**config.mk**
```make
export PLATFORM = sky130hd
export DESIGN_NAME = alu_share_arb
export DESIGN_NICKNAME = d
export VERILOG_FILES = /design/src/rtl/alu_share_arb.sv
export SDC_FILE = /design/constraint.sdc
export NUM_CORES = 1
export LEC_CHECK = 0
export ABC_CLOCK_PERIOD_IN_PS = 7800
export BUFFER_PORTS_ARGS = -buffer_cell sky130_fd_sc_hd__buf_2
export CAP_MARGIN = 0
export CORE_MARGIN = 2
export CORE_UTILIZATION = 35
export CTS_CLUSTER_DIAMETER = 150
export DETAILED_ROUTE_END_ITERATION = 6
export GPL_TIMING_DRIVEN = 0
export PLACE_DENSITY = 0.68
export SLEW_MARGIN = 20
export SYNTH_ARGS = -nofsm -noshare
export SYNTH_HDL_FRONTEND = slang
export SYNTH_SLANG_ARGS = --single-unit
```
**constraint.sdc**
```tcl
create_clock -name clk -period 7.8 [get_ports clk]
set_input_delay 0.39 -clock clk [delete_from_list [all_inputs] [get_ports clk]]
set_output_delay 0.39 -clock clk [all_outputs]
set_load 0.02 [all_outputs]
```
**src/rtl/alu_share_arb.sv**
```systemverilog
// -----------------------------------------------------------------------------
// alu_share_arb
//
// Arbitrates two requesters onto one shared, external, combinational ALU.
// Only one operation is in flight at a time. The FSM runs IDLE -> EXEC -> RESP
// -> IDLE:
//   IDLE : grant one requester and latch its sel/a/b into the operand register.
//   EXEC : the ALU is driven from the operand register for one cycle. Its
//          result and flags are captured at the closing edge.
//   RESP : the owner's rsp_valid is held until the owner's rsp_ready is seen.
// Each operation takes at least three cycles. rsp_valid rises two edges after
// the accept edge.
//
// Select codes 14 and 15 are undefined for the shared ALU. For these codes the
// result is forced to zero, the flags are forced to zero, and err is set.
//
// Configuration:
//   ALU_SHARE_ARB_RR_EN defined   : round-robin. When both requesters are
//                                   valid, the one not accepted last wins.
//   ALU_SHARE_ARB_RR_EN undefined : fixed priority. Requester 0 always wins.
//
// Ports:
//   clk, rst                         clock; asynchronous active-high reset
//   reqN_valid/ready/sel/a/b         request handshake and operands, N = 0,1
//   alu_sel, alu_a, alu_b            drive the shared ALU (from operand reg)
//   alu_out, alu_flags               shared ALU result and
//                                    {carry,zero,negative,overflow,underflow}
//   rspN_valid/ready/data/flags/err  response handshake and payload, N = 0,1
// -----------------------------------------------------------------------------
module alu_share_arb #(
  parameter int DATA_W = 32,
  parameter int SEL_W  = 4
) (
  input  logic              clk,
  input  logic              rst,

  input  logic              req0_valid,
  output logic              req0_ready,
  input  logic [SEL_W-1:0]  req0_sel,
  input  logic [DATA_W-1:0] req0_a,
  input  logic [DATA_W-1:0] req0_b,

  input  logic              req1_valid,
  output logic              req1_ready,
  input  logic [SEL_W-1:0]  req1_sel,
  input  logic [DATA_W-1:0] req1_a,
  input  logic [DATA_W-1:0] req1_b,

  output logic [SEL_W-1:0]  alu_sel,
  output logic [DATA_W-1:0] alu_a,
  output logic [DATA_W-1:0] alu_b,
  input  logic [DATA_W-1:0] alu_out,
  input  logic [4:0]        alu_flags,

  output logic              rsp0_valid,
  input  logic              rsp0_ready,
  output logic [DATA_W-1:0] rsp0_data,
  output logic [4:0]        rsp0_flags,
  output logic              rsp0_err,

  output logic              rsp1_valid,
  input  logic              rsp1_ready,
  output logic [DATA_W-1:0] rsp1_data,
  output logic [4:0]        rsp1_flags,
  output logic              rsp1_err
);

  typedef enum logic [1:0] {
    S_IDLE = 2'd0,
    S_EXEC = 2'd1,
    S_RESP = 2'd2
  } state_t;

  localparam logic [SEL_W-1:0] SEL_UNDEF_LO = SEL_W'(14);
  localparam logic [SEL_W-1:0] SEL_UNDEF_HI = SEL_W'(15);

  state_t            state_q, state_d;

  logic [SEL_W-1:0]  op_sel_q;
  logic [DATA_W-1:0] op_a_q;
  logic [DATA_W-1:0] op_b_q;
  logic              op_owner_q;

  logic [DATA_W-1:0] res_data_q;
  logic [4:0]        res_flags_q;
  logic              res_err_q;

  logic              grant0, grant1;
  logic              accept0, accept1, accept;
  logic              owner_ready;
  logic              sel_undef;

  // ---------------------------------------------------------------------------
  // Grant selection (evaluated every cycle; used only while IDLE)
  // ---------------------------------------------------------------------------
`ifdef ALU_SHARE_ARB_RR_EN
  // last_q is the requester accepted most recently. It resets to 1 so that
  // requester 0 wins the first contention.
  logic last_q;

  always_comb begin
    grant0 = req0_valid & (~req1_valid |  last_q);
    grant1 = req1_valid & (~req0_valid | ~last_q);
  end

  always_ff @(posedge clk or posedge rst) begin
    if (rst)         last_q <= 1'b1;
    else if (accept) last_q <= accept1;
  end
`else
  always_comb begin
    grant0 = req0_valid;
    grant1 = req1_valid & ~req0_valid;
  end
`endif

  assign accept0     = req0_valid & req0_ready;
  assign accept1     = req1_valid & req1_ready;
  assign accept      = accept0 | accept1;
  assign owner_ready = op_owner_q ? rsp1_ready : rsp0_ready;
  assign sel_undef   = (op_sel_q == SEL_UNDEF_LO) || (op_sel_q == SEL_UNDEF_HI);

  // ---------------------------------------------------------------------------
  // FSM: state register
  // ---------------------------------------------------------------------------
  // NOTE: state elements use non-blocking assignments so that every flop
  // samples pre-edge values, independent of the order in which blocks run.
  always_ff @(posedge clk or posedge rst) begin
    if (rst) state_q <= S_IDLE;
    else     state_q <= state_d;
  end

  // ---------------------------------------------------------------------------
  // FSM: next-state logic
  // ---------------------------------------------------------------------------
  // NOTE: state_d gets a default before the case so that no path through the
  // block leaves it unassigned. An unassigned path would infer a latch.
  always_comb begin
    state_d = state_q;
    unique case (state_q)
      S_IDLE:  if (accept) state_d = S_EXEC;
      S_EXEC:  state_d = S_RESP;
      S_RESP:  if (owner_ready) state_d = S_IDLE;
      default: state_d = S_IDLE;
    endcase
  end

  // ---------------------------------------------------------------------------
  // FSM: outputs
  // ---------------------------------------------------------------------------
  // ready is qualified with rst so that it drops the moment reset is raised,
  // even while a requester is holding valid.
  always_comb begin
    req0_ready = 1'b0;
    req1_ready = 1'b0;
    rsp0_valid = 1'b0;
    rsp1_valid = 1'b0;
    if (!rst) begin
      unique case (state_q)
        S_IDLE: begin
          req0_ready = grant0;
          req1_ready = grant1;
        end
        S_RESP: begin
          rsp0_valid = ~op_owner_q;
          rsp1_valid =  op_owner_q;
        end
        default: ;
      endcase
    end
  end

  // ---------------------------------------------------------------------------
  // Operand register: loaded on the accept edge and drives the ALU at all times
  // ---------------------------------------------------------------------------
  // NOTE: these are plain registers, not memories. They are reset so that the
  // ALU inputs and the response payload read as zero out of reset.
  always_ff @(posedge clk or posedge rst) begin
    if (rst) begin
      op_sel_q   <= '0;
      op_a_q     <= '0;
      op_b_q     <= '0;
      op_owner_q <= 1'b0;
    end else if (state_q == S_IDLE && accept) begin
      op_owner_q <= accept1;
      op_sel_q   <= accept1 ? req1_sel : req0_sel;
      op_a_q     <= accept1 ? req1_a   : req0_a;
      op_b_q     <= accept1 ? req1_b   : req0_b;
    end
  end

  assign alu_sel = op_sel_q;
  assign alu_a   = op_a_q;
  assign alu_b   = op_b_q;

  // ---------------------------------------------------------------------------
  // Result register: captured at the edge that closes EXEC
  // ---------------------------------------------------------------------------
  always_ff @(posedge clk or posedge rst) begin
    if (rst) begin
      res_data_q  <= '0;
      res_flags_q <= '0;
      res_err_q   <= 1'b0;
    end else if (state_q == S_EXEC) begin
      res_data_q  <= sel_undef ? '0   : alu_out;
      res_flags_q <= sel_undef ? 5'b0 : alu_flags;
      res_err_q   <= sel_undef;
    end
  end

  // Both requesters see the single result register. Ownership is signalled
  // only through rsp_valid.
  assign rsp0_data  = res_data_q;
  assign rsp0_flags = res_flags_q;
  assign rsp0_err   = res_err_q;
  assign rsp1_data  = res_data_q;
  assign rsp1_flags = res_flags_q;
  assign rsp1_err   = res_err_q;

endmodule

```
# [Yosys cells after proc, flatten, opt, wreduce, memory -nomap -nowiden]
# Index checks and enable logic that the tools add are counted.
[word_totals] regBits=109 input_bits=179 out_inout_bits=148 elab_cells=41
[classes] eq_ne=6 mux=17 bitwise=6 n_reduce_logical=4
[ops] cell="$mux 32" count=3
[ops] cell="$mux 1" count=9
[ops] cell="$eq 4x4->1 const B" count=2
[ops] cell="$pmux 2 s3" count=1
[ops] cell="$mux 5" count=1
[ops] cell="$mux 2" count=2
[ops] cell="$mux 4" count=1
[ops] cell="$ne 2x2->1 const B" count=2
[ops] cell="$and 1x1->1" count=3
[ops] cell="$eq 2x1->1 const B" count=1
[ops] cell="$eq 2x2->1 const B" count=1
[ops] cell="$logic_not 2->1" count=1
[ops] cell="$not 1->1" count=2
[ops] cell="$reduce_and 2->1" count=1
[ops] cell="$logic_and 1x1->1" count=1
[ops] cell="$logic_or 1x1->1" count=1
[ops] cell="$or 1x1->1" count=1

# [Longest topological paths before layout]
# Gate-level depths: netlist of the first run.
[depth] depth_word=8 mapped_depth=6

# [Worst setup path before layout of the first run]
# OpenSTA, ideal clock, no wires.
[synth_timing] path_type="input-to-output" from="in req0_valid" to="out req1_ready" arrival_time_ns=1.553 required_ns=7.410 path_slack_ns=5.857 stages=5 n_path_buf=3 path_cell_list="nand2b_1 buf_6 buf_6 buf_6 nor4_1"
[synth_via] elab_chain_cells=4
[synth_lines] element="from (decl)" line_no="37" rtl="input logic req0_valid,"
[synth_lines] element="$not 1->1" line_no="113" rtl="grant1 = req1_valid & ~req0_valid;"
[synth_lines] element="$and 1x1->1" line_no="113"
[synth_lines] element="$mux 1" line_no="159" rtl="unique case (state_q)"
[synth_lines] element="$mux 1" line_no="158" rtl="if (!rst) begin"
[synth_lines] element="to (decl)" line_no="44" rtl="output logic req1_ready,"
# Every way passes these cells.

# [Worst setup path after layout of the first run]
[layout_timing] from="reg state_q[0]" to="reg op_a_q[31], in the netlist alu_a[31]"
[layout_via] elab_chain_cells=6
[layout_lines] element="from (decl)" line_no="77" rtl="state_t state_q, state_d;"
[layout_lines] element="from (signal assigned)" line_no="130" rtl="else state_q <= state_d;"
[layout_lines] element="$logic_not 2->1 (*)" line_no="159, 184"
[layout_lines] element="$mux 1" line_no="159"
[layout_lines] element="$mux 1" line_no="158"
[layout_lines] element="$and 1x1->1, on equally long branches" line_no="117, 118"
[layout_lines] element="$or 1x1->1" line_no="119" rtl="assign accept = accept0 | accept1;"
[layout_lines] element="$logic_and 1x1->1" line_no="184" rtl="end else if (state_q == S_IDLE && accept) begin"
[layout_lines] element="to (signal assigned)" line_no="187" rtl="op_a_q <= accept1 ? req1_a : req0_a;"
[layout_lines] element="to (decl)" line_no="80" rtl="logic [DATA_W-1:0] op_a_q;"
# Every way passes the cells marked *; elsewhere a longest branch is shown, timed or not.
# A chain may end at the register's enable or synchronous reset.

==> results of run 1 <==
==> critical path, cell delays in order (launching register included) <==
cell and delay (ns):
sky130_fd_sc_hd__dfrtp_1 0.45, sky130_fd_sc_hd__nor3_2 0.23, sky130_fd_sc_hd__o21a_1 0.14, sky130_fd_sc_hd__buf_2 0.22
sky130_fd_sc_hd__buf_2 0.36, sky130_fd_sc_hd__mux2_2 0.38
==> kinds of logic after synthesis <==
group / after synthesis / synth area share, %
muxes: 137 / 31.0
DFF: 109 / 52.5
buffers and inverters: 64 / 8.46
AOI/OAI and AO/OA: 41 / 6.70
and+or+nand+nor: 10 / 1.33
==> routing by layer <==
| metal | GRT usage (%) | vias up | share of wire (%) |
|---|---|---|---|
| met3 | 3.48 | 19 | 7.2 |
| met2 | 31.7 | 195 | 52 |
| met5 | 0 | - | 0 |
| li1 | - | 1934 | - |
| met4 | 5.95 | 0 | 1.8 |
| met1 | 20.3 | 1958 | 40 |
==> sequential cells by signal (all words and copies together), names as in the netlist <==
| register | flops |
|---|---|
| alu_a | 32 |
| alu_b | 32 |
| alu_sel | 4 |
| op_owner_q | 1 |
| rsp0_data | 32 |
| rsp0_err | 1 |
| rsp0_flags | 5 |
| state_q | 2 |
==> how the worst min path moves through the flow <==
| stage | from | to | slack (ns) |
|---|---|---|---|
| 2_1_floorplan | op_owner_q$_DFFE_PP0P_ | op_owner_q$_DFFE_PP0P_ | 0.52 |
| 3_3_place_gp | alu_b[30]$_DFFE_PP0P_ | alu_b[30]$_DFFE_PP0P_ | 0.49 |
| 3_5_place_dp | alu_b[23]$_DFFE_PP0P_ | alu_b[23]$_DFFE_PP0P_ | 0.49 |
| 4_1_cts | rst | rsp0_data[21]$_DFFE_PP0N_ | 0.14 |
| 5_1_grt | rst | rsp0_data[30]$_DFFE_PP0N_ | 0.18 |
| 6_report | rst | op_owner_q$_DFFE_PP0P_ | 0.14 |
==> layout make-up <==
class                           instances  area, um2
Multi-Input combinational cell        188       2030
Inverter                                2       12.5
Buffer                                 62        432
Fill cell                            1290       7170
Clock inverter                          6       43.8
Sequential cell                       109       2730
Clock buffer                           10        229
Tap cell                              184        230
Timing Repair Buffer                  327       1660
==> through the flow <==
step                      power, mW  instances  setup WS, ns  utilization, %  hold slack, ns
after floorplan                2.03        361          4.54               -           0.517
after global placement         2.53        871          3.37            48.5           0.487
after detailed placement       2.57        872          5.77            48.8           0.490
after CTS                      3.01        888          5.87            50.6           0.145
after global routing           3.14        888          5.77            50.6           0.177
final                          2.96        888          5.89            50.6           0.137
==> report_power, final <==
| part | switching, mW | internal (mW) | total, mW |
|---|---|---|---|
| sequential | 0.181 | 0.842 | 1.02 |
| clock | 0.203 | 0.219 | 0.422 |
| combinational | 0.833 | 0.686 | 1.52 |
| total | 1.22 | 1.75 | 2.96 |
==> cell usage in the layout, fill, tap and decap left out <==
master                       synthesis  routed
sky130_fd_sc_hd__a31oi_1             1       1
sky130_fd_sc_hd__buf_16              0       1
sky130_fd_sc_hd__mux2_2            118     118
sky130_fd_sc_hd__and2_1              1       1
sky130_fd_sc_hd__nor2_1              1       1
sky130_fd_sc_hd__buf_4              38      38
sky130_fd_sc_hd__clkbuf_16           0       9
sky130_fd_sc_hd__a22o_1             37      37
sky130_fd_sc_hd__nor4_1              1       1
sky130_fd_sc_hd__clkinvlp_4          0       1
sky130_fd_sc_hd__buf_2              15     341
sky130_fd_sc_hd__clkbuf_1            3       4
sky130_fd_sc_hd__mux2i_1             1       1
sky130_fd_sc_hd__nand3b_1            1       1
sky130_fd_sc_hd__inv_6               0       4
sky130_fd_sc_hd__inv_1               2       1
sky130_fd_sc_hd__nand2_1             1       1
sky130_fd_sc_hd__a21oi_1             2       2
sky130_fd_sc_hd__nor4bb_1            1       1
sky130_fd_sc_hd__mux2_4             18      18
sky130_fd_sc_hd__nor3_2              1       1
sky130_fd_sc_hd__nor4b_1             1       1
sky130_fd_sc_hd__nand2b_1            2       2
sky130_fd_sc_hd__buf_1               1       1
sky130_fd_sc_hd__dfrtp_1           109     109
sky130_fd_sc_hd__o21a_1              1       1
sky130_fd_sc_hd__buf_6               5       5
sky130_fd_sc_hd__clkinv_2            0       2
==> summary by stage, run 1 <==
Drt
The pre-antenna-repair detailed-routing pass consisted of 4 iterations. The sum of routed wire length over all layers is 14,000 um. The count of nets left with antenna violations once routing finished came out at 0. The total DRC errors in the routed layout is 0.

The first routing iteration left 113 violations. After detailed routing, the number of vias per cell comes to 4.62. In the final routed layout, each cell accounts on average for 15.7 um. The via count is 4,106.

STA
Setup repair after global routing left no endpoint under its margin. The final setup violation count is 0. For the pin with the worst max-slew slack, the measured transition is 0.517 ns.

The clock skew after layout is 0.0109 ns. The final critical path takes up 24.5% of the cycle. The setup TNS after final layout is 0 ns. The worst pin sits at a relative slew slack of 65.5%. The final max-slew violation count is 0. Based on the critical path, the design can be clocked at up to 524 MHz. The hold violation total from the final report was 0.

The shortest clock period the worst path allows after layout is 1.91 ns.

Clock network
The number of CTS-inserted buffers is 9. Counting along the longest clock path gives a buffer depth of 2. The number of clock sinks seen by CTS is 109. The cell sitting at the root of the clock tree is a sky130_fd_sc_hd__clkbuf_16. The hold buffer count at CTS is 0. In this run the post-CTS setup repair buffer count came out at 0. After clock tree synthesis, the clock-pin slew on the worst setup and hold paths is 0.07 ns.

The clock reaches the later pin of the worst-skew pair after 0.34 ns. The H-tree generated during clock tree synthesis spans 3 levels. The CTS tree is yes. The number of cells upsized or downsized after cts is 0.

Critical path
The critical path in this run is classified as flip-flop to flip-flop. The critical register-to-register path endpoint is alu_a[31]$_DFFE_PP0P_. At the worst endpoint, the arrival time is 2.12 ns. The worst setup path is launched from a flip-flop. STA classifies the critical path endpoint as a flip-flop.

The number of cells on the worst reg-to-reg path is 5. In this run the critical register-to-register path is launched from state_q[0]$_DFFE_PP0P_. The highest net fanout along the worst path is 10. The minimum setup slack among reg-to-reg paths is 5.89 ns.

The required time of the critical path is 8.01 ns. In this run the worst setup path terminates at alu_a[31]$_DFFE_PP0P_. In this run the worst setup path begins at state_q[0]$_DFFE_PP0P_.

Global routing
The via count of the first global-routing pass is 4,375. The aggregate global-route resource usage is 17.3%. The largest net degree at the start of global routing is 56. The total grt overflow is 0. The first-pass GRT wire length is 22,000 um. The number of antenna violations at the first check in global routing is 0.

Pwr
The power density over cell area is 403 nW/um2. The leakage dissipation is 3.86 nW. Across the VDD grid, the largest voltage drop is 0.220 mV.

Floorplan
The area of the core is 14,500 um2. From left edge to right edge, the die measures 126 um. 327 I/O pins were placed. The effective utilization at floorplan is 35.7%. The die is 126 um tall. The die covers 15,800 um2.

The site row count is 44.

Place
The total placed instance area is 7090 um2. The post-detailed-placement half-perimeter wirelength is 11,200 um. In this run the tool buffered the top-level ports with 326 buffer cells. The final RePlAce weighted congestion is 0.797.

Synth
In this run the mean area of a mapped cell was 14.4 um2. The post-synthesis register bit count is 109. The top cell type's share of synthesized area is 52.5%. The post-synthesis instance area is 5190 um2. The prevailing post-synth register cell is sky130_fd_sc_hd__dfrtp_1. The cell with the most instances after synthesis is sky130_fd_sc_hd__mux2_2. Of all cell types, the one taking the most synthesized area is sky130_fd_sc_hd__dfrtp_1. Sequential cells were found to cover 52.5% of the synthesized design area. Ranked by total cell area, the synthesized netlist is headed by sky130_fd_sc_hd__dfrtp_1, sky130_fd_sc_hd__mux2_2, sky130_fd_sc_hd__a22o_1, sky130_fd_sc_hd__buf_4, sky130_fd_sc_hd__mux2_4. In this run, synthesis inferred 0 flip-flops with an integrated enable. The synthesis warning total is 0. The number of nets in the synthesized netlist is 540. The number of different library cells in the post-synthesis netlist is 23. The commonest cells after synthesis are sky130_fd_sc_hd__mux2_2, sky130_fd_sc_hd__dfrtp_1, sky130_fd_sc_hd__buf_4. Counting flops with an async set or reset pin after synthesis yields a share of 100%. The synthesized instance count is 361.

Job
Across the run, the number of max-cap violations was 0.

Status
The run finished with clean final reports.

Layout
The number of antenna diodes in the final layout is 0. The number of nets in the finished design is 878. The area overhead of the layout relative to synthesis is 41.7%. After routing the design area is 7360 um2. The post-route netlist has 76.4% of its cells at a drive strength greater than 1.

Worst hold path
The type of the tightest min-delay check is input port to async pin.
Note: power is estimated with default switching activity, not from simulation.
==> run 2, diff against run 1 <==
--- a/config.mk
+++ b/config.mk
@@ -5,7 +5,7 @@
 export SDC_FILE = /design/constraint.sdc
 export NUM_CORES = 1
 export LEC_CHECK = 0
-export ABC_CLOCK_PERIOD_IN_PS = 7800
+export ABC_CLOCK_PERIOD_IN_PS = 1800
 export BUFFER_PORTS_ARGS = -buffer_cell sky130_fd_sc_hd__buf_2
 export CAP_MARGIN = 0
 export CORE_MARGIN = 2
==> constraint.sdc (replaced) <==
create_clock -name clk -period 1.8 [get_ports clk]
set_input_delay 0.09 -clock clk [delete_from_list [all_inputs] [get_ports clk]]
set_output_delay 0.09 -clock clk [all_outputs]
set_load 0.02 [all_outputs]
==> summary by stage, run 2 (same netlist as run 1, synthesis figures left out) <==
Status
Outcome: completed (unchanged).

Drt
The met1 wire length is 5540 um (was 5530 um). The sum of routed wire length over all layers is 14,300 um (was 14,000 um). The wire length on met3 is 1070 um (was 1000 um). The routed via count divided by cell count is 4.62 (about the same). The top routing layer in use is met4 (unchanged).

The first-pass detailed-route iteration total is 4 (unchanged). The residual antenna-violating net count after detailed routing is 0 (unchanged). The violation count after the first detailed-routing iteration came to 96 (was 113).

The total DRC errors in the routed layout is 0 (unchanged). The routed length per placed instance was 15.4 um (was 15.7 um). The met2 wire length is 7330 um (was 7200 um). The via count is 4,283 (was 4,106).

Critical path
The kind of critical path was input port to flip-flop (was flip-flop to flip-flop). The highest net fanout along the worst path is 10 (unchanged). The arrival time at the worst endpoint is 1.93 ns (was 2.12 ns). The critical path startpoint category was an input port (was flip-flop). The endpoint class of the critical path is a flip-flop (unchanged). The required time of the critical path was 2.02 ns (was 8.01 ns).

Floorplan
The top-level port count is 327 (unchanged). The site row count is 44 (unchanged). The die outline area came to 15,800 um2 (unchanged). The floorplan die width came to 126 um (unchanged).

The effective utilization at floorplan is 35.7% (unchanged). The area of the core is 14,500 um2 (unchanged). The height of the die came to 126 um (unchanged).

STA
The setup TNS after final layout came to 0 ns (unchanged). The shortest clock period the worst path allows after layout is 1.71 ns. In the finished design, the share of the clock period the worst path needs comes to 95.0%. The tightest slew margin relative to the limit is 67.2% (was 65.5%). The final setup violation count was 0 (unchanged). The worst hold-check slack is 0.0484 ns (was 0.137 ns). The highest achievable clock rate is 585 MHz. The hold violation total from the final report is 0 (unchanged).

The smallest setup slack after layout is 0.0908 ns (was 5.89 ns). The final max-slew violation count came to 0 (unchanged). The clock skew after layout is 0.00672 ns (was 0.0109 ns). The transition at the pin with the smallest max-transition slack came to 0.492 ns (was 0.517 ns).

Clock network
The CTS tree is yes (unchanged). The number of clock sinks seen by CTS is 109 (unchanged). The number of CTS-inserted buffers is 9 (unchanged). The clock insertion delay at the later pin of the skew report came to 0.34 ns (about the same). The clock root buffer was sky130_fd_sc_hd__clkbuf_16 (unchanged). The register clock-pin slew on the reported worst setup and hold paths is 0.07 ns (about the same). The maximum buffer depth of the clock tree is 2 (unchanged). The H-tree depth reported by CTS was 3 (unchanged).

Layout
The number of nets in the finished design is 918 (was 878). The fill cell instance count of the final layout came to 1,254 (was 1,290). The area overhead of the layout relative to synthesis was 51.5% (was 41.7%). Most used cells in the layout excluding fill and tap cells: sky130_fd_sc_hd__buf_2, sky130_fd_sc_hd__mux2_2, sky130_fd_sc_hd__dfrtp_1, sky130_fd_sc_hd__buf_4, sky130_fd_sc_hd__dlygate4sd3_1 (was sky130_fd_sc_hd__buf_2, sky130_fd_sc_hd__mux2_2, sky130_fd_sc_hd__dfrtp_1, sky130_fd_sc_hd__buf_4, sky130_fd_sc_hd__a22o_1). The fraction of final layout cells with drive strength greater than 1 was 73.0% (was 76.4%). The most frequent standard cell in the layout excluding fill and tap cells is sky130_fd_sc_hd__buf_2 (unchanged).

The antenna diode instance count came to 0 (unchanged).

Place
The number of buffers inserted by port buffering was 326 (unchanged). The minimum setup slack after placement was -0.140 ns (was 5.77 ns). The final RePlAce weighted congestion is 0.791 (was 0.797). The post-detailed-placement half-perimeter wirelength is 10,700 um (was 11,200 um).

Pwr
The worst voltage drop across the vdd grid is 1.07 mV (was 0.220 mV). The internal portion of total power is 7.90 mW (was 1.75 mW). The power spent charging and discharging nets is 5.32 mW (was 1.22 mW).

The clock network power share is 15.4% (was 14.2%). The share of total power in sequential cells is 33.6% (was 34.5%). The combinational group share of total power came to 50.9% (was 51.2%). The power density over cell area was 1680 nW/um2 (was 403 nW/um2).

The switching share of power is 40.2% (was 41.0%). The leakage dissipation was 4.06 nW (was 3.86 nW).

Job
The number of violations of the max-capacitance limit was 0 (unchanged).

Global routing
The largest net degree at the start of global routing was 36 (was 56). The first-pass GRT wire length is 22,400 um (was 22,000 um). The total grt overflow is 0 (unchanged).

The aggregate global-route resource usage is 17.6% (was 17.3%). The number of antenna violations at the first check in global routing is 0 (unchanged). The via count of the first global-routing pass is 4,591 (was 4,375).

Worst hold path
The type of the tightest min-delay check was input port to flip-flop (was input port to async pin).
==> run 2: what timing repair did <==
| item | CTS | global route |
|---|---|---|
| hold buffers | 38 | 0 |
| pin swaps | 0 | 0 |
| resized for setup | 2 | 13 |
| endpoints found under the hold margin | 57 | 0 |
| cloned | 0 | 0 |
| setup endpoints to repair | 59 | 79 |
| buffers inserted | 0 | 0 |
==> run 2: worst max-delay path, stage by stage <==
cell and delay, ns:
sky130_fd_sc_hd__dlygate4sd3_1 0.53, sky130_fd_sc_hd__buf_2 0.17, sky130_fd_sc_hd__nor3_4 0.22, sky130_fd_sc_hd__o21a_1 0.17, sky130_fd_sc_hd__buf_6 0.15, sky130_fd_sc_hd__buf_8 0.15
sky130_fd_sc_hd__buf_12 0.15, sky130_fd_sc_hd__mux2_4 0.30
==> run 2: final cells by class <==
| cell class | instances | area (um2) | share of cell area (%) |
|---|---|---|---|
| repair buffers | 367 | 2080 | 26.4 |
| flip-flops and latches | 109 | 2730 | 34.7 |
| well taps | 184 | 230 | 2.93 |
| clock inverters | 4 | 55.1 | 0.700 |
| multi-input cells | 188 | 2040 | 25.9 |
| clock buffers | 12 | 256 | 3.26 |
| inverters | 2 | 11.3 | 0.143 |
| plain buffers | 62 | 467 | 5.93 |
==> run 2: worst paths after layout <==
check,start,slack (ns),to,depth (start not counted)
max,rst,0.09,alu_b[8]$_DFFE_PP0P_,8
min,req1_valid,0.05,op_owner_q$_DFFE_PP0P_,3
max reg2reg,state_q[0]$_DFFE_PP0P_,0.11,alu_b[8]$_DFFE_PP0P_,6
min reg2reg,alu_a[0]$_DFFE_PP0P_,0.50,alu_a[0]$_DFFE_PP0P_,1
max in group asynchronous,rst,0.70,alu_b[28]$_DFFE_PP0P_,5
min in group asynchronous,rst,0.38,rsp0_data[24]$_DFFE_PP0N_,3
==> run 2: through the flow <==
step	power (mW)	instances	area, um2	utilization (%)
finish	13.2	928	7870	54.1
CTS	13.3	928	7820	53.8
global placement	11.0	871	7060	48.6
floorplan	8.78	361	5200	-
detailed placement	11.1	874	7130	49.0
global route	14.0	928	7870	54.1
==> run 2: metal layers <==
layer / vias to the layer above / track usage, %
li1: 2021 / -
met1: 2022 / 19.9
met2: 209 / 32.3
met3: 31 / 3.95
met4: 0 / 7.05
met5: - / 0
==> run 2: power by group through the flow <==
stage / Clock [mW] / Sequential, mW / Combinational [mW]
finish: 2.04 / 4.45 / 6.73
global route: 2.22 / 4.61 / 7.15
CTS: 2.11 / 4.43 / 6.73
detailed placement: 0 / 4.45 / 6.66
global placement: 0 / 4.43 / 6.55
floorplan: 0 / 5.83 / 2.95
==> run 3, diff against run 2 <==
--- a/config.mk
+++ b/config.mk
@@ -5,6 +5,7 @@
 export SDC_FILE = /design/constraint.sdc
 export NUM_CORES = 1
 export LEC_CHECK = 0
+export ABC_AREA = 1
 export ABC_CLOCK_PERIOD_IN_PS = 1800
 export BUFFER_PORTS_ARGS = -buffer_cell sky130_fd_sc_hd__buf_2
 export CAP_MARGIN = 0
@@ -13,7 +14,7 @@
 export CTS_CLUSTER_DIAMETER = 150
 export DETAILED_ROUTE_END_ITERATION = 6
 export GPL_TIMING_DRIVEN = 0
-export PLACE_DENSITY = 0.68
+export PLACE_DENSITY = 0.65
 export SLEW_MARGIN = 20
 export SYNTH_ARGS = -nofsm -noshare
 export SYNTH_HDL_FRONTEND = slang
==> constraint.sdc (replaced) <==
create_clock -name clk -period 1.8 [get_ports clk]
set_input_delay 0.36 -clock clk [delete_from_list [all_inputs] [get_ports clk]]
set_output_delay 0.36 -clock clk [all_outputs]
set_load 0.02 [all_outputs]
==> summary by stage, run 3 <==
Critical path
The slowest library cell on the worst path was sky130_fd_sc_hd__dfrtp_1 (was sky130_fd_sc_hd__dlygate4sd3_1). The endpoint class of the critical path is an output port (was flip-flop). The library cell appearing most often on the critical path is sky130_fd_sc_hd__buf_6.

The kind of critical path is flip-flop to output port (was input port to flip-flop). The critical path startpoint category is a flip-flop (was input port). The reg-to-reg critical path startpoint was state_q[0]$_DFFE_PP0P_ (unchanged).

The launching instance or port of the critical path is state_q[0]$_DFFE_PP0P_ (was rst). The worst stage delay on the critical path is 0.41 ns (was 0.53 ns). The arrival time at the worst endpoint is 1.37 ns (was 1.93 ns). Cell chain of the critical path: nor2_4 > buf_6 > nand3_4 > inv_2 > buf_6 (was dlygate4sd3_1 > buf_2 > nor3_4 > o21a_1 > buf_6 > buf_8 > buf_12 > mux2_4). The required time of the critical path was 1.44 ns (was 2.02 ns).

The highest net fanout along the worst path was 4 (was 10).

Pwr
The total power of the final layout is 13.9 mW (was 13.2 mW). The internal portion of total power was 7.52 mW (was 7.90 mW). The switching share of power is 46.0% (was 40.2%).

The power density over cell area is 1660 nW/um2 (was 1680 nW/um2). The leakage dissipation is 5.24 nW (was 4.06 nW). The combinational group share of total power is 53.0% (was 50.9%). The share of total power in sequential cells was 32.2% (was 33.6%). The clock network power share is 14.8% (was 15.4%). The worst voltage drop across the vdd grid was 1.06 mV (was 1.07 mV). The power spent charging and discharging nets is 6.40 mW (was 5.32 mW).

Clock network
The number of CTS-inserted buffers is 9 (unchanged). The clock root buffer is sky130_fd_sc_hd__clkbuf_16 (unchanged). The H-tree depth reported by CTS is 3 (unchanged). The clock insertion delay at the later pin of the skew report was 0.35 ns (was 0.34 ns). The register clock-pin slew on the reported worst setup and hold paths came to 0.08 ns (was 0.07 ns). The number of clock sinks seen by CTS is 109 (unchanged). The maximum buffer depth of the clock tree is 2 (unchanged). The CTS tree is yes (unchanged).

Place
The minimum setup slack after placement is -0.248 ns (was -0.140 ns). The post-detailed-placement half-perimeter wirelength is 15,200 um (was 10,700 um). The number of buffers inserted by port buffering came to 326 (unchanged). The total placed cells including tap cells is 1,365 (was 874). The final RePlAce weighted congestion is 0.847 (was 0.791). The total placed instance area was 7870 um2 (was 7130 um2).

Synth
The count of flip-flops with a built-in enable after synthesis is 0 (unchanged). The average cell area after synthesis came to 7.26 um2 (was 14.4 um2). Post-synth top cells: sky130_fd_sc_hd__nand2_1, sky130_fd_sc_hd__inv_1, sky130_fd_sc_hd__nand3_1 (was sky130_fd_sc_hd__mux2_2, sky130_fd_sc_hd__dfrtp_1, sky130_fd_sc_hd__buf_4).

The number of different library cells in the post-synthesis netlist is 18 (was 23). The post-synthesis register bit count is 109 (unchanged). The fraction of registers with async set/reset is 100% (unchanged). The top cell type's share of synthesized area is 45.8% (was 52.5%). Top area cells in the synthesized netlist: sky130_fd_sc_hd__dfrtp_1, sky130_fd_sc_hd__nand2_1, sky130_fd_sc_hd__nand3_1, sky130_fd_sc_hd__inv_1, sky130_fd_sc_hd__nand4_1 (was sky130_fd_sc_hd__dfrtp_1, sky130_fd_sc_hd__mux2_2, sky130_fd_sc_hd__a22o_1, sky130_fd_sc_hd__buf_4, sky130_fd_sc_hd__mux2_4). The prevailing post-synth register cell was sky130_fd_sc_hd__dfrtp_1 (unchanged). The synthesized instance count is 819 (was 361).

The leading area contributor after synthesis is sky130_fd_sc_hd__dfrtp_1 (unchanged). The sequential element share of the synthesized area is 45.8% (was 52.5%). The cell with the most instances after synthesis was sky130_fd_sc_hd__nand2_1 (was sky130_fd_sc_hd__mux2_2). The post-synthesis instance area is 5950 um2 (was 5190 um2). The number of nets in the synthesized netlist is 998 (was 540). The synthesis warning total is 0 (unchanged).

Floorplan
The area of the core is 16,600 um2 (was 14,500 um2). The effective utilization at floorplan is 35.9% (was 35.7%). The height of the die is 134 um (was 126 um). The die outline area is 18,100 um2 (was 15,800 um2). The floorplan die width is 134 um (was 126 um).

The site row count is 47 (was 44). The top-level port count was 327 (unchanged).

Layout
The most frequent standard cell in the layout excluding fill and tap cells is sky130_fd_sc_hd__buf_2 (unchanged). Most used cells in the layout excluding fill and tap cells: sky130_fd_sc_hd__buf_2, sky130_fd_sc_hd__nand2_1, sky130_fd_sc_hd__inv_1, sky130_fd_sc_hd__nand3_1, sky130_fd_sc_hd__dfrtp_1 (was sky130_fd_sc_hd__buf_2, sky130_fd_sc_hd__mux2_2, sky130_fd_sc_hd__dfrtp_1, sky130_fd_sc_hd__buf_4, sky130_fd_sc_hd__dlygate4sd3_1). The area of combinational cells with multiple inputs is 2160 um2 (was 2040 um2).

The cell area after layout is 8370 um2 (was 7870 um2). The final cell count without fillers was 1,394 (was 928). The fraction of final layout cells with drive strength greater than 1 came to 37.3% (was 73.0%). The utilization after layout is 50.4% (was 54.1%). The area taken by flip-flops and latches is 2730 um2 (about the same). The number of nets in the finished design is 1,346 (was 918).

The fill cell instance count of the final layout is 1,752 (was 1,254). The area overhead of the layout relative to synthesis came to 40.6% (was 51.5%).

Global routing
The total grt overflow is 0 (unchanged). The first-pass GRT wire length was 30,900 um (was 22,400 um). The largest net degree at the start of global routing is 119 (was 36). The number of antenna violations at the first check in global routing was 4 (was 0).

The aggregate global-route resource usage is 21.6% (was 17.6%). The via count of the first global-routing pass is 6,069 (was 4,591).

Drt
The total DRC errors in the routed layout came to 0 (unchanged). The routed length per placed instance is 14.4 um (was 15.4 um). The residual antenna-violating net count after detailed routing is 0 (unchanged). The via count was 6,388 (was 4,283). The sum of routed wire length over all layers is 20,100 um (was 14,300 um). The first-pass detailed-route iteration total is 4 (unchanged). The routed via count divided by cell count is 4.58 (was 4.62). The violation count after the first detailed-routing iteration was 256 (was 96).

STA
The final max-slew violation count was 0 (unchanged). The clock skew after layout is 0.00952 ns (was 0.00672 ns). The shortest clock period the worst path allows after layout is 1.73 ns (was 1.71 ns). The hold violation total from the final report is 0 (unchanged). The smallest setup slack after layout is 0.0664 ns (was 0.0908 ns). Setup repair after global routing could not meet its margin everywhere.

The final setup violation count is 0 (unchanged). The final cycle utilization of the critical path is 96.3% (was 95.0%). The worst hold-check slack came to 0.206 ns (was 0.0484 ns). The highest achievable clock rate is 577 MHz (was 585 MHz). The transition at the pin with the smallest max-transition slack is 0.641 ns (was 0.492 ns). The setup TNS after final layout was 0 ns (unchanged). The tightest slew margin relative to the limit came to 57.3% (was 67.2%).

Worst hold path
The start point of the worst min-delay path is alu_out[31] (was req1_valid). The type of the tightest min-delay check is input port to flip-flop (unchanged).

Job
The number of violations of the max-capacitance limit is 0 (unchanged).

Status
Outcome: completed (unchanged).
==> run 3: path summary, 6_finish.rpt <==
| kind | endpoint | slack, ns | cells past startpoint |
|---|---|---|---|
| min | rsp0_data[31]$_DFFE_PP0N_ | 0.21 | 3 |
| max reg2reg | alu_b[13]$_DFFE_PP0P_ | 0.10 | 9 |
| min in group asynchronous | alu_b[7]$_DFFE_PP0P_ | 0.40 | 3 |
| min reg2reg | alu_a[18]$_DFFE_PP0P_ | 0.50 | 2 |
| max in group asynchronous | alu_a[28]$_DFFE_PP0P_ | 0.89 | 3 |
| max | req1_ready | 0.07 | 5 |
==> run 3: cell families (layout without fill, tap and decap cells) <==
group | count (synthesis) | count (layout) | synth area share (%)
AND/OR/NAND/NOR | 466 | 466 | 35.4
buffers and inverters | 241 | 594 | 18.4
AO/OA/AOI/OAI | 3 | 3 | 0.358
other | 0 | 2 | 0
flip-flops | 109 | 109 | 45.8
==> run 3: critical path, delay by kind of cell, from the launching register on <==
kind | cells | cell delay, ns
flops | 1 | 0.41
buf+inv | 3 | 0.34
simple gates | 2 | 0.29
==> run 3: layer usage <==
layer,vias up,track usage (%),share of wire (%)
met5,-,0,0.13
met4,4,4.80,0.83
li1,3223,-,-
met2,227,37.1,49
met1,2917,27.6,42
met3,17,5.52,7.9
==> run 3: what timing repair did <==
action | 4_1_cts | 5_1_grt
gates cloned | 0 | 2
endpoints found under the hold margin | 0 | 0
endpoints found under the setup margin | 14 | 51
pin swaps | 2 | 2
resized for setup | 14 | 20
buffers inserted | 8 | 4
hold buffers | 0 | 0
==> run 3: cell type report <==
| type | count | area share [%] |
|---|---|---|
| multi-input combinational | 469 | 25.9 |
| clock buffer | 9 | 2.69 |
| sequential | 109 | 32.6 |
| clock inverter | 7 | 0.957 |
| inverter | 145 | 6.51 |
| tap | 220 | 3.29 |
| antenna | 2 | 0.0598 |
| timing repair buffer | 340 | 21.1 |
| buffer | 93 | 6.88 |
==> run 3: power groups by stage <==
stage	sequential (mW)	combinational, mW	clock (mW)
2_1_floorplan	5.87	3.14	0
6_report	4.49	7.37	2.06
5_1_grt	4.64	8.04	2.23
3_3_place_gp	4.51	7.12	0
4_1_cts	4.50	7.36	2.13
3_5_place_dp	4.52	7.19	0
